**src/rtl/timer_unit_prescaler.sv**
```systemverilog
// timer_unit_prescaler: tick source for the timer counter.
// Picks clk or synchronised ref edges, optionally divides by value+1.
module timer_unit_prescaler #(
  parameter int PRESC_W = 8
) (
  input  logic               clk_i,
  input  logic               rst_i,
  input  logic               ref_clk_i,
  input  logic               enable_i,
  input  logic               reset_count_i,
  input  logic               ref_clk_en_i,
  input  logic               prescaler_en_i,
  input  logic [PRESC_W-1:0] prescaler_value_i,
  output logic               tick_o,
  output logic               ref_edge_o,
  output logic [PRESC_W-1:0] prescaler_count_o
);

  logic               s1;
  logic               s2;
  logic               s3;
  logic               ev;
  logic [PRESC_W-1:0] pcount;

  // three-flop chain; s3 is the delayed copy for edge detection
  always_ff @(posedge clk_i or posedge rst_i) begin
    if (rst_i) begin
      s1 <= 1'b0;
      s2 <= 1'b0;
      s3 <= 1'b0;
    end else begin
      s1 <= ref_clk_i;
      s2 <= s1;
      s3 <= s2;
    end
  end

  assign ref_edge_o = s2 & ~s3;
  assign ev = ref_clk_en_i ? ref_edge_o : 1'b1;

  // prescaler count and tick, clear > enable > event > divide
  always_ff @(posedge clk_i or posedge rst_i) begin
    if (rst_i) begin
      pcount <= '0;
      tick_o <= 1'b0;
    end else if (reset_count_i) begin
      pcount <= '0;
      tick_o <= 1'b0;
    end else if (!enable_i || !ev) begin
      tick_o <= 1'b0;
    end else if (!prescaler_en_i) begin
      pcount <= '0;
      tick_o <= 1'b1;
    end else if (pcount >= prescaler_value_i) begin
      pcount <= '0;
      tick_o <= 1'b1;
    end else begin
      pcount <= pcount + 1'b1;
      tick_o <= 1'b0;
    end
  end

  assign prescaler_count_o = pcount;

endmodule

```
**config.mk**
```make
export PLATFORM = sky130hd
export DESIGN_NAME = timer_unit_prescaler
export DESIGN_NICKNAME = d
export VERILOG_FILES = /design/src/rtl/timer_unit_prescaler.sv
export SDC_FILE = /design/constraint.sdc
export NUM_CORES = 1
export LEC_CHECK = 0
export ABC_AREA = 0
export BUFFER_PORTS_ARGS = -buffer_cell sky130_fd_sc_hd__buf_4
export CORE_MARGIN = 1.5
export CORE_UTILIZATION = 49
export CTS_CLUSTER_SIZE = 28
export DETAILED_ROUTE_END_ITERATION = 10
export PLACE_DENSITY = 0.85
export SYNTH_ARGS = -nofsm -noshare
export SYNTH_HDL_FRONTEND = slang
export SYNTH_SLANG_ARGS = --single-unit
```
**constraint.sdc**
```tcl
create_clock -name clk_i -period 2.21 [get_ports clk_i]
set_clock_uncertainty 0.15 [all_clocks]
set_input_delay 0.663 -clock clk_i [delete_from_list [all_inputs] [get_ports clk_i]]
set_output_delay 0.663 -clock clk_i [all_outputs]
set_load 0.01 [all_outputs]
```
==> reports/qor.log <==
[outcome] status finished clean
[floorplanning] Die W 44.05 um
[critical_path] signal arrival time at the worst endpoint 2.09 ns
[yosys] post-synthesis instance area 825.8 um2
[critical_path] Worst Path Required 2.23 ns
[floorplanning] vertical extent of the die 44.05 um
[power] leakage component of the power 0.0005782 uW
[final_layout] Final Net Count 143
[drt] number of iterations in the first detailed-routing pass 4
[critical_path] critical-path maximum fanout 6
[yosys] synthesized instance count 83
[yosys] portion of the post-synthesis area used by sequential elements 0.3636
[cts] clock tree from TritonCTS done
[cts] Clk pin slew, worst setup/hold paths 0.08 ns
[yosys] area share of the leading cell type in the synthesized netlist 0.3636
[yosys] Yosys top cell by area dfrtp_1
[cts] Clock Tree Root clkbuf_4
[yosys] net count after synthesis 107
[yosys] #FFs+latches synth 12
[drt] vias after detailed routing 742
[cts] number of gates resized after cts 0
[job] number of max-capacitance violations reported 0
[drt] final routed wire length divided by cell count 14.07 um
[sta] actual transition at the worst max-transition pin 0.4484 ns
[critical_path] CP startpoint kind input pin
[final_layout] utilization of the core after routing 0.7394
[power] relative contribution of sequential cells to total power 0.481
[sta] Period Utilization, post-route 0.9330
[critical_path] cell type of the slowest stage on the worst timing path ha_1
[sta] unrepaired setup endpoints after global routing false
[yosys] most used standard cell by instance count after synthesis nand3_1
[cts] level count of the clock H-tree 1
[critical_path] kind of critical path input pin to register
[power] Peak supply drop 0.3044 mV
[cts] Clock Sink Count 12
[cts] quantity of hold-fixing buffers added after cts 0
[floorplanning] Starting Density 0.5357
[sta] Max-Slew Margin vs Limit 0.7007
[final_layout] area delta synth->final 38.03%
[cts] Post-CTS Repair Setup Buffers 0
[global_routing] wire length of the first global-routing pass 3.332 mm
[floorplanning] Placement Rows 14
[floorplanning] area of the core 1541 um2
[placed_design] setup slack at placement -0.1555 ns
[power] Clk network pwr share 0.373
[critical_path] CP peak stage delay 0.28 ns
[placed_design] HPWL after detailed placement 1.582 mm
[sta] setup slack after layout 0.1481 ns
[placed_design] final estimated routing congestion in global placement 0.8695
[global_routing] vias in the first global route 722
[power] power per cell area 414.9 nW/um2
[drt] number of nets still failing antenna checks after routing 0
[global_routing] total gr overflow 0
[yosys] average cell area after synthesis 9.949 um2
[drt] residual DRC count 0
[yosys] synth unique cells 21
[floorplanning] die footprint 1940 um2
[sta] Max Clock Freq 0.4850 GHz
[yosys] share of flip-flops with an asynchronous set or reset 1.000
[critical_path] crit end category register
[cts] worst skew pair latency 0.28 ns
[yosys] top area cells in the synthesized netlist dfrtp_1 (36%), ha_1 (14%), o311ai_2 (12%)
[yosys] number of flops mapped to enable cells by yosys 0
[placed_design] Port Buffers 24
[critical_path] number of buffers and inverters on the critical path 2
[hold_path] worst min-delay path class register to register
[cts] Max Root-Sink Buffers 2
[cts] Num CTS Buffers 3
[global_routing] initial antenna violation count 0
[drt] iteration-0 DRC count of the detailed router 43
[critical_path] largest delay contributor family on the critical path simple AND/OR/NAND/NOR gates
[sta] number of slew-limit violations in the final report 0
[final_layout] fraction of layout cells with a size suffix above 1 0.4407
[power] Cell Int Power 359.6 uW
[yosys] predominant post-synthesis flop cell dfrtp_1
[floorplanning] number of ports placed on the die boundary 25
[drt] total wirelength of the detailed-routed design 1.885 mm
[sta] clock period minus final worst setup slack 2.062 ns
[drt] number of vias per cell 5.537
[yosys] leading cell types by count after synthesis nand3_1 (14), dfrtp_1 (12), inv_1 (10), nand2_1 (10), ha_1 (9)
[yosys] Yosys warnings 0
[global_routing] global-route usage over all layers 0.2331
[global_routing] maximum number of pins on one net before global-route repair 13
[power] switching power total 113.4 uW
[power] switching fraction of total power 0.2397
[sta] number of endpoints failing setup at the final stage 0
[final_layout] count of inserted antenna diode cells 0
[sta] final count of hold timing violations 0
[power] combinational power share 0.147
[critical_path] critical path cell sequence buf_4 > inv_1 > ha_1 > a21o_1 > nand2_2 > nand4b_4 > nor3_4 > nand2_4 > o311ai_2
-- cell usage in the layout, fill, tap and decap left out, drive strengths merged --
master / count
buf: 31
nand3: 14
nand2: 13
dfrtp: 12
inv: 10
ha: 9
o311ai: 6
a21oi: 4
clkbuf: 4
and3: 3
nand2b: 2
a21o: 2
nor2: 2
nor3: 2
nand4b: 1
nor2b: 1
and2: 1
or2: 1
-- state kept, by name, summed over array words and instances (netlist names) --
| signal | flops |
|---|---|
| prescaler_count_o | 8 |
| tick_o | 1 |
| s2 | 1 |
| s3 | 1 |
| s1 | 1 |
-- logic make-up (layout without fill, tap and decap cells) --
kind of cell / after synthesis / in the layout / share of synthesized area
flops: 12 / 12 / 0.3636
simple gates: 40 / 40 / 0.2894
compound gates: 12 / 12 / 0.1651
fa+ha+maj: 9 / 9 / 0.1364
buf+inv: 10 / 45 / 0.04546
-- final timing paths --
check | start | end | slack, ns | cells after the start
setup / recovery | prescaler_value_i[4] | prescaler_count_o[4]$_DFFE_PP0P_ | 0.15 | 9
hold / removal | s1$_DFF_PP0_ | s2$_DFF_PP0_ | 0.21 | 0
setup reg to reg | prescaler_count_o[4]$_DFFE_PP0P_ | prescaler_count_o[4]$_DFFE_PP0P_ | 0.20 | 7
hold reg to reg | s1$_DFF_PP0_ | s2$_DFF_PP0_ | 0.21 | 0
max in group asynchronous | rst_i | tick_o$_DFF_PP0_ | 1.37 | 2
min in group asynchronous | rst_i | prescaler_count_o[7]$_DFFE_PP0P_ | 0.23 | 2
-- power by group through the flow --
stage / Sequential [uW] / Combinational (uW) / Clock, uW
after detailed placement: 232 / 70.1 / 0
after floorplan: 231 / 34.7 / 0
after global placement: 231 / 67.4 / 0
after global routing: 228 / 77.8 / 187
final: 227 / 69.4 / 176
after CTS: 227 / 70.3 / 181
-- metrics by stage --
step           area, um2  setup TNS (ns)  hold WS, ns  cells  power, uW
6_report            1140               0       0.2057    134      473.0
5_1_grt             1140               0       0.2202    134      492.8
4_1_cts             1140               0       0.2085    134      479.0
3_5_place_dp        1104         -0.6874       0.1913    130      301.8
3_3_place_gp        1104         -0.2978       0.1837    130      298.5
2_1_floorplan      850.8               0       0.1812     83      266.2
-- routing by layer --
layer | part of all wire | GRT usage | vias up
met4 | 0.0069 | 0.06667 | 0
met1 | 0.44 | 0.3194 | 346
met2 | 0.50 | 0.3912 | 28
met5 | 0 | 0 | -
li1 | - | - | 366
met3 | 0.051 | 0.02449 | 2
-- worst reg2reg max path: cells and delay by family (launching register included) --
kind | cells | cell delay (ns)
compound gates | 2 | 0.46
fa+ha+maj | 1 | 0.32
flops | 1 | 0.41
simple gates | 4 | 0.56
-- layout make-up --
| cell class | count | area [um2] |
|---|---|---|
| Inverter | 10 | 37.54 |
| Clock buffer | 4 | 36.28 |
| Multi-Input combinational cell | 61 | 513.0 |
| Fill cell | 115 | 401.6 |
| Timing Repair Buffer | 31 | 232.7 |
| Tap cell | 16 | 20.02 |
| Sequential cell | 12 | 300.3 |
(Power assumes the default switching activity.)
